[src/rtl/branch_pkg.sv]
// Shared types for the execute-stage branch resolver: op encoding, FSM states, PC step.
package branch_pkg;

   // Encoding matches RV32I funct3 for branches; 2/3 are reused for JAL/JALR.
   typedef enum logic [2:0] {
      BEQ  = 3'd0,
      BNE  = 3'd1,
      JAL  = 3'd2,
      JALR = 3'd3,
      BLT  = 3'd4,
      BGE  = 3'd5,
      BLTU = 3'd6,
      BGEU = 3'd7
   } br_op_t;

   typedef enum logic [1:0] {
      IDLE,
      RESOLVE,
      HOLD
   } state_t;

   localparam int unsigned PC_STEP = 4;

endpackage

[src/rtl/branch_cond_eval.sv]
// Combinational branch condition, target and mispredict evaluation for one decoded op.
module branch_cond_eval
   import branch_pkg::*;
#(
   parameter int unsigned XLEN = 32
) (
   input  br_op_t            op_i,
   input  logic [XLEN-1:0]   pc_i,
   input  logic [XLEN-1:0]   imm_i,
   input  logic [XLEN-1:0]   rs1_i,
   input  logic [XLEN-1:0]   rs2_i,
   input  logic              pred_taken_i,
   input  logic [XLEN-1:0]   pred_target_i,
   output logic              taken_o,
   output logic [XLEN-1:0]   target_o,
   output logic [XLEN-1:0]   correct_pc_o,
   output logic [XLEN-1:0]   link_pc_o,
   output logic              mispredict_o
);

   logic [XLEN:0]   diff;
   logic            eq;
   logic            ltu;
   logic            lt;
   logic [XLEN-1:0] jalr_sum;

   // Single subtractor shared by all compares; carry-out set means rs1 >= rs2 unsigned.
   assign diff     = {1'b0, rs1_i} + {1'b0, ~rs2_i} + (XLEN+1)'(1);
   assign eq       = (diff[XLEN-1:0] == '0);
   assign ltu      = !diff[XLEN];
   assign lt       = (rs1_i[XLEN-1] ^ rs2_i[XLEN-1]) ? rs1_i[XLEN-1] : diff[XLEN-1];
   assign jalr_sum = rs1_i + imm_i;

   always_comb begin
      taken_o  = 1'b0;
      target_o = pc_i + imm_i;
      case (op_i)
         BEQ:     taken_o = eq;
         BNE:     taken_o = !eq;
         BLT:     taken_o = lt;
         BGE:     taken_o = !lt;
         BLTU:    taken_o = ltu;
         BGEU:    taken_o = !ltu;
         JAL:     taken_o = 1'b1;
         JALR: begin
            taken_o  = 1'b1;
            target_o = jalr_sum & {{(XLEN-1){1'b1}}, 1'b0};
         end
         default: taken_o = 1'b0;
      endcase
   end

   assign link_pc_o    = pc_i + XLEN'(PC_STEP);
   assign correct_pc_o = taken_o ? target_o : link_pc_o;
   assign mispredict_o = (pred_taken_i != taken_o) || (taken_o && (pred_target_i != target_o));

endmodule

[src/rtl/branch_resolve_unit.sv]
// Execute-stage branch resolver: one registered stage from issue to result/redirect/flush.
// Define BRANCH_STATS_EN to add saturating branch/taken/mispredict counters.
module branch_resolve_unit
   import branch_pkg::*;
#(
   parameter int unsigned XLEN   = 32
`ifdef BRANCH_STATS_EN
   ,
   parameter int unsigned STAT_W = 32
`endif
) (
   input  logic              clk,
   input  logic              rst,
   input  logic              in_valid,
   output logic              in_ready,
   input  br_op_t            in_op,
   input  logic [XLEN-1:0]   in_pc,
   input  logic [XLEN-1:0]   in_imm,
   input  logic [XLEN-1:0]   in_rs1,
   input  logic [XLEN-1:0]   in_rs2,
   input  logic              in_pred_taken,
   input  logic [XLEN-1:0]   in_pred_target,
   output logic              redir_valid,
   input  logic              redir_ready,
   output logic [XLEN-1:0]   redir_pc,
   output logic              flush,
   output logic [XLEN-1:0]   link_pc,
   output logic              res_valid,
   output logic              res_taken
`ifdef BRANCH_STATS_EN
   ,
   output logic [STAT_W-1:0] stat_branches,
   output logic [STAT_W-1:0] stat_taken,
   output logic [STAT_W-1:0] stat_mispred
`endif
);

   state_t            state_q, state_d;
   logic              in_ready_q, in_ready_d;
   logic              redir_valid_q, redir_valid_d;
   logic [XLEN-1:0]   redir_pc_q, redir_pc_d;
   logic              flush_q, flush_d;
   logic [XLEN-1:0]   link_pc_q, link_pc_d;
   logic              res_valid_q, res_valid_d;
   logic              res_taken_q, res_taken_d;
   logic              accept;

   logic              ev_taken;
   logic [XLEN-1:0]   ev_target;
   logic [XLEN-1:0]   ev_correct_pc;
   logic [XLEN-1:0]   ev_link_pc;
   logic              ev_mispredict;

   branch_cond_eval #(.XLEN(XLEN)) u_cond (
      .op_i          (in_op),
      .pc_i          (in_pc),
      .imm_i         (in_imm),
      .rs1_i         (in_rs1),
      .rs2_i         (in_rs2),
      .pred_taken_i  (in_pred_taken),
      .pred_target_i (in_pred_target),
      .taken_o       (ev_taken),
      .target_o      (ev_target),
      .correct_pc_o  (ev_correct_pc),
      .link_pc_o     (ev_link_pc),
      .mispredict_o  (ev_mispredict)
   );

   always_ff @(posedge clk) begin
      if (rst) begin
         state_q       <= IDLE;
         in_ready_q    <= 1'b1;
         redir_valid_q <= 1'b0;
         redir_pc_q    <= '0;
         flush_q       <= 1'b0;
         link_pc_q     <= '0;
         res_valid_q   <= 1'b0;
         res_taken_q   <= 1'b0;
      end else begin
         state_q       <= state_d;
         in_ready_q    <= in_ready_d;
         redir_valid_q <= redir_valid_d;
         redir_pc_q    <= redir_pc_d;
         flush_q       <= flush_d;
         link_pc_q     <= link_pc_d;
         res_valid_q   <= res_valid_d;
         res_taken_q   <= res_taken_d;
      end
   end

   always_comb begin
      state_d       = state_q;
      redir_valid_d = redir_valid_q;
      redir_pc_d    = redir_pc_q;
      flush_d       = 1'b0;
      link_pc_d     = link_pc_q;
      res_valid_d   = 1'b0;
      res_taken_d   = res_taken_q;
      accept        = 1'b0;

      case (state_q)
         IDLE: accept = in_valid && in_ready_q;
         RESOLVE: begin
            if (redir_valid_q) begin
               if (redir_ready) begin
                  redir_valid_d = 1'b0;
                  state_d       = IDLE;
               end else begin
                  state_d = HOLD;
               end
            end else begin
               state_d = IDLE;
               accept  = in_valid && in_ready_q;
            end
         end
         HOLD: begin
            if (redir_ready) begin
               redir_valid_d = 1'b0;
               state_d       = IDLE;
            end
         end
         default: state_d = IDLE;
      endcase

      // Accept only happens with no redirect outstanding, so it never clobbers one.
      if (accept) begin
         state_d     = RESOLVE;
         res_valid_d = 1'b1;
         res_taken_d = ev_taken;
         link_pc_d   = ev_link_pc;
         if (ev_mispredict) begin
            redir_valid_d = 1'b1;
            redir_pc_d    = ev_correct_pc;
            flush_d       = 1'b1;
         end
      end

      in_ready_d = !redir_valid_d;
   end

   assign in_ready    = in_ready_q;
   assign redir_valid = redir_valid_q;
   assign redir_pc    = redir_pc_q;
   assign flush       = flush_q;
   assign link_pc     = link_pc_q;
   assign res_valid   = res_valid_q;
   assign res_taken   = res_taken_q;

`ifdef BRANCH_STATS_EN
   logic [STAT_W-1:0] stat_branches_q, stat_taken_q, stat_mispred_q;

   // Counters trail the result pulse by one cycle; flush marks exactly one per mispredict.
   always_ff @(posedge clk) begin
      if (rst) begin
         stat_branches_q <= '0;
         stat_taken_q    <= '0;
         stat_mispred_q  <= '0;
      end else begin
         if (res_valid_q && (stat_branches_q != '1))
            stat_branches_q <= stat_branches_q + STAT_W'(1);
         if (res_valid_q && res_taken_q && (stat_taken_q != '1))
            stat_taken_q <= stat_taken_q + STAT_W'(1);
         if (flush_q && (stat_mispred_q != '1))
            stat_mispred_q <= stat_mispred_q + STAT_W'(1);
      end
   end

   assign stat_branches = stat_branches_q;
   assign stat_taken    = stat_taken_q;
   assign stat_mispred  = stat_mispred_q;
`endif

endmodule

[config.mk]
export PLATFORM = sky130hd
export DESIGN_NAME = branch_resolve_unit
export DESIGN_NICKNAME = d
export VERILOG_FILES = /design/src/rtl/branch_pkg.sv /design/src/rtl/branch_cond_eval.sv /design/src/rtl/branch_resolve_unit.sv
export SDC_FILE = /design/constraint.sdc
export NUM_CORES = 1
export LEC_CHECK = 0
export CAP_MARGIN = 30
export CORE_AREA = 2 2 143 145
export CTS_BUF_LIST = sky130_fd_sc_hd__clkbuf_4 sky130_fd_sc_hd__clkbuf_8
export DETAILED_ROUTE_END_ITERATION = 7
export DIE_AREA = 0 0 145 147
export DONT_BUFFER_PORTS = 1
export PLACE_DENSITY = 0.79
export SETUP_SLACK_MARGIN = 0.02
export SKIP_LAST_GASP = 1
export SYNTH_ARGS = -nofsm -noshare
export SYNTH_HDL_FRONTEND = slang
export SYNTH_HIERARCHICAL = 1
export SYNTH_SLANG_ARGS = --single-unit
export TNS_END_PERCENT = 10
[constraint.sdc]
create_clock -name clk -period 10.8 [get_ports clk]
set_clock_uncertainty 0.15 [all_clocks]
set_input_delay 2.16 -clock clk [delete_from_list [all_inputs] [get_ports clk]]
set_output_delay 2.16 -clock clk [all_outputs]
set_load 0.05 [all_outputs]
Word-level counts from Yosys, hierarchy flattened
Index checks and enable logic that the tools add are counted.
W data, S select, Z words.
{ "classes": {"add_sub_neg": 5, "mul": 0, "n_div": 0, "n_lt_le_gt_ge": 0, "n_eq_ne": 14, "shifts": 0, "muxes": 19, "bitwise_logic": 4, "reduce_logical": 16} }
{ "ops": {"columns": ["cell", "count"], "rows": [
  ["$add A32 B32 Y32", 2],
  ["$mux W32", 2],
  ["$add A32 B32 Y33", 1],
  ["$add A33 B1 Y33 const B", 1],
  ["$add A32 B3 Y32 const B", 1],
  ["$logic_not A32 Y1", 1],
  ["$ne A32 B32 Y1", 1],
  ["$not A32 Y32", 1],
  ["$eq A3 B3 Y1 const B", 4],
  ["$mux W1", 10],
  ["$pmux W1 S7", 1],
  ["$eq A3 B2 Y1 const B", 2],
  ["$mux W2", 3],
  ["$pmux W2 S3", 1],
  ["$reduce_and A2 Y1", 3],
  ["$reduce_or A2 Y1", 3],
  ["$logic_not A1 Y1", 4],
  ["$ne A2 B2 Y1 const B", 2],
  ["$pmux W1 S2", 2],
  ["$eq A3 B1 Y1 const B", 1],
  ["$logic_not A3 Y1", 1],
  ["$ne A3 B3 Y1 const B", 1],
  ["$eq A2 B1 Y1 const B", 1],
  ["$eq A2 B2 Y1 const B", 1],
  ["other kinds (6)", 8]
]} }
{ "word_totals": {"ff_bits": 71, "latch_bits": 0, "ram_bits": 0, "romBits": 0, "input_bits": 168, "output_inout_bits": 69, "wordCells": 67, "n_memories": 0} }

Longest topological paths before layout
{ "logic_depth": {"ltp_word": 11, "depth_mapped": 27, "depth_no_buf": 24} }

Cells and area by module
The synthesis kept the hierarchy.
{ "modules_own_cells": {"columns": ["mod", "n_inst", "cells_per_inst", "area_per_inst_um2", "seq_area_each_um2"], "rows": [
  ["branch_cond_eval", 1, 1182, 7920.1, 0.0],
  ["branch_resolve_unit", 1, 244, 2820.2, 1421.4]
]} }

Least setup slack after synthesis
No wires, ideal clock.
{ "synth_timing": {"kind": "input-to-reg", "from": "input in_rs2[4]", "to": "register redir_pc_q[10] (netlist: redir_pc[10])", "setup_time_ns": 0.118, "arrival_ns": 7.101, "required_ns": 10.532, "slack_ns": 3.431, "cell_stages": 27, "path_buffers": 3, "path_cell_list": "inv_1 ha_1 buf_2 a211oi_1 nor2_1 o311ai_1 o41a_2 o21ai_1 a31o_1 a21o_1 a21o_1 a21o_1 fa_1 nor3_1 o2111ai_1 nor3_1 nand4b_1 nor4_1 nand4_1 a211oi_1 xnor2_1 a211oi_2 mux2_4 o2111a_1 buf_6 buf_12 mux2i_1"} }
{ "synth_via": {"elab_chain_cells": 9, "word_cells_on_any_way": 14, "cone_classes": "add/sub (2); eq/ne (1); mux (3); bitwise (1); reduce/logical (7)"} }
{ "synth_lines": {"columns": ["element", "line_no", "text"], "rows": [
  ["start: declaration", "branch_resolve_unit.sv:20", "input logic [XLEN-1:0] in_rs2,"],
  ["$not A32 Y32 (*)", "branch_cond_eval.sv:28", "assign diff = {1'b0, rs1_i} + {1'b0, ~rs2_i} + (XLEN+1)'(1);"],
  ["$add A32 B32 Y33 (*)", "branch_cond_eval.sv:28", null],
  ["$add A33 B1 Y33 (*)", "branch_cond_eval.sv:28", null],
  ["$logic_not A32 Y1 or $mux W1 (tied branches)", "branch_cond_eval.sv:29, branch_cond_eval.sv:31", null],
  ["$logic_not A1 Y1, on equally long branches", "branch_cond_eval.sv:39, branch_cond_eval.sv:41", null],
  ["$pmux W1 S7 (*)", "branch_cond_eval.sv:37", "case (op_i)"],
  ["$ne A1 B1 Y1 or $logic_and A1 B1 Y1 (tied branches)", "branch_cond_eval.sv:55", "assign mispredict_o = (pred_taken_i != taken_o) || (taken_o && (pred_target_i != target_o));"],
  ["$logic_or A1 B1 Y1 (*)", "branch_cond_eval.sv:55", null],
  ["net ev_mispredict", "branch_resolve_unit.sv:52", "logic ev_mispredict;"],
  ["$reduce_and A2 Y1 (no source line) (*)", null, null],
  ["end signal: assignment", "branch_resolve_unit.sv:83", "redir_pc_q <= redir_pc_d;"],
  ["end: declaration", "branch_resolve_unit.sv:41", "logic [XLEN-1:0] redir_pc_q, redir_pc_d;"]
]} }
Mark *: on every way through the listed nets, which the timed path passes. The rest lies on a longest branch.
A chain may end at the register's enable or synchronous reset.

Worst setup path in the final report
{ "layout_timing": {"from": "input in_rs2[4]", "to": "register redir_pc_q[11] (netlist: redir_pc[11])"} }
{ "layout_via": {"elab_chain_cells": 9, "word_cells_on_any_way": 14, "cone_classes": "add/sub (2); eq/ne (1); mux (3); bitwise (1); reduce/logical (7)"} }
{ "layout_lines": {"columns": ["element", "line_no", "text"], "rows": [
  ["$not A32 Y32 (*)", "branch_cond_eval.sv:28", null],
  ["$add A32 B32 Y33 (*)", "branch_cond_eval.sv:28", null],
  ["$add A33 B1 Y33 (*)", "branch_cond_eval.sv:28", null],
  ["$logic_not A32 Y1 or $mux W1 (tied branches)", "branch_cond_eval.sv:29, branch_cond_eval.sv:31", null],
  ["$logic_not A1 Y1, on equally long branches", "branch_cond_eval.sv:39, branch_cond_eval.sv:41", null],
  ["$pmux W1 S7 (*)", "branch_cond_eval.sv:37", null],
  ["net ev_taken", "branch_resolve_unit.sv:48", "logic ev_taken;"],
  ["$ne A1 B1 Y1 or $logic_and A1 B1 Y1 (tied branches)", "branch_cond_eval.sv:55", null],
  ["$logic_or A1 B1 Y1 (*)", "branch_cond_eval.sv:55", null],
  ["net ev_mispredict", "branch_resolve_unit.sv:52", null],
  ["$reduce_and A2 Y1 (no source line) (*)", null, null]
]} }
Marks and branches as above.

==> impl_metrics.tcl <==
set metrics [dict create \
    synth_area_sq_um 10700 \
    numPortBuffers 0 \
    area_growth_pct 1.95 \
    slew_viol_final 0 \
    grt_pass1_wl_microns 52600 \
    drt_wl_total_microns 34100 \
    drive_gt1_share_pct 5.41 \
    diodes 0 \
    final_common_cell "nand2_1" \
    rsz0062_at_grt "no" \
    gp_congestion 0.990 \
    start_util_pct 54.1 \
    finalNonFillerCells 1638 \
    cts_buffers 9 \
    startpoint_type "primary input" \
    maxCapViolations 0 \
    cp.required_ns 10.90 \
    avgSynthCellArea_sq_um 7.53 \
    boundaryPins 237 \
    grt_pass1_vias 9928 \
    worst-path-max-fanout 34 \
    place.detailed.hpwl_microns 28300 \
    clockBufferDepth 2 \
    cts_resized 0 \
    antenna_found_initial 0 \
    rows 52 \
    vias_per_cell 6.47 \
    drt_first_pass_iters 5 \
    drt_first_iter_violations 906 \
    postCtsSetupBuffers 0 \
    hold_buffers 0 \
    cts_tree "yes" \
    hold_depth 2 \
    cts.sink_count 71 \
    die-height_microns 147 \
    syn_nets 1693 \
    finalSetupTns_ns 0 \
    syn_inst 1425 \
    mostFrequentLayoutCells "nand2_1 (116), a21oi_1 (113), ha_1 (97)" \
    min_period_over_period_pct 75.4 \
    worstRegToRegCells 3 \
    status "completed" \
    powerDensity_nw_per_um2 118 \
    drc_errors 0 \
    hold_path.class "reg2reg" \
    vias 10600 \
    drtAntennaViolNets 0 \
    setup_viol 0 \
    dp.cells 1621 \
    maxSlewHeadroom_pct 40.5 \
    die_width_microns 145 \
    clk-insertion-delay-late_ns 0.33 \
    ir_worst_vdd_mv 0.0770 \
    hold_viol 0 \
    grt_usage_pct 30.4 \
    final_nets 1631 \
    yosys_warnings 6 \
    die_area_sq_um 21300 \
    htree_levels 3 \
    critical_path_class "in2reg" \
    clk_pin_slew_ns 0.07 \
    wl_per_cell_microns 20.8 \
    leakage_nw 4.49 \
    period_minus_slack_ns 8.14 \
    grt-ovfl-total 0 \
    fmax_mhz 123 \
    crit_arrival_ns 8.24 \
    cts_root_buf "clkbuf_8" \
    worst_hold_slack_ns 0.431 \
    tightest_slew_ns 0.881 \
    utilization_pct 55.2 \
    grt_max_degree 72 \
    coreArea_sq_um 19800 \
    worstSetupEndpointType "flop" \
]
final cells by class:
class	count	area (sq um)
Clock buffer	11	145
Multi-Input combinational cell	1208	8630
Inverter	68	255
Sequential cell	71	1420
Fill cell	1897	8900
Clock inverter	5	105
Tap cell	270	338
Timing Repair Buffer	5	50.0
path summary, 6_finish.rpt:
| kind | slack (ns) | startpoint | to |
|---|---|---|---|
| setup reg to reg | 8.74 | in_ready$_SDFF_PP1_ | link_pc[3]$_SDFFE_PP0P_ |
| hold reg to reg | 0.43 | state_q[0]$_SDFFE_PP0P_ | state_q[0]$_SDFFE_PP0P_ |
| setup / recovery | 2.66 | in_rs2[4] | redir_pc[11]$_SDFFE_PP0P_ |
| hold / removal | 0.43 | state_q[0]$_SDFFE_PP0P_ | state_q[0]$_SDFFE_PP0P_ |
critical path: stages:
cell	delay, ns
inv_1	0.02
ha_1	0.38
a211oi_1	0.27
nor2_1	0.09
o311ai_1	0.40
o41a_2	0.26
o21ai_1	0.15
a31o_1	0.24
a21o_1	0.21
a21o_1	0.18
a21o_1	0.18
fa_1	0.48
nor3_1	0.21
o2111ai_1	0.13
nor3_1	0.16
nand4b_1	0.12
nor4_1	0.29
nand4_1	0.16
a211oi_1	0.24
xnor2_1	0.15
a211oi_4	0.26
buf_4	0.43
mux2_4	0.24
o2111a_2	0.25
buf_12	0.25
mux2i_1	0.26
power by group:
group,internal [mW],switching (mW),total [mW],leakage [nW]
registers,0.295,0.137,0.432,0.583
clock network,0.162,0.0941,0.256,0.119
logic,0.253,0.348,0.601,3.79
total,0.710,0.579,1.29,4.49
stage by stage:
stage / area [sq um] / worst slack, ns / power, mW
floorplan: 10700 / 3.43 / 0.910
global placement: 10700 / 2.17 / 1.01
detailed placement: 10700 / 1.95 / 1.02
CTS: 10900 / 2.24 / 1.28
global route: 10900 / 2.28 / 1.36
finish: 10900 / 2.66 / 1.29
registers in the layout (all words and copies together), names as in the netlist:
register,count
redir_valid,1
link_pc,32
state_q,2
res_taken,1
res_valid,1
flush,1
redir_pc,32
in_ready,1
routing by layer:
| metal | wire length [microns] | global-route usage (%) |
|---|---|---|
| met5 | 0 | 0 |
| met2 | 15400 | 51.2 |
| met3 | 2990 | 4.04 |
| met4 | 1260 | 10.6 |
| met1 | 14500 | 40.0 |
Power figures use the tool's default switching activity.
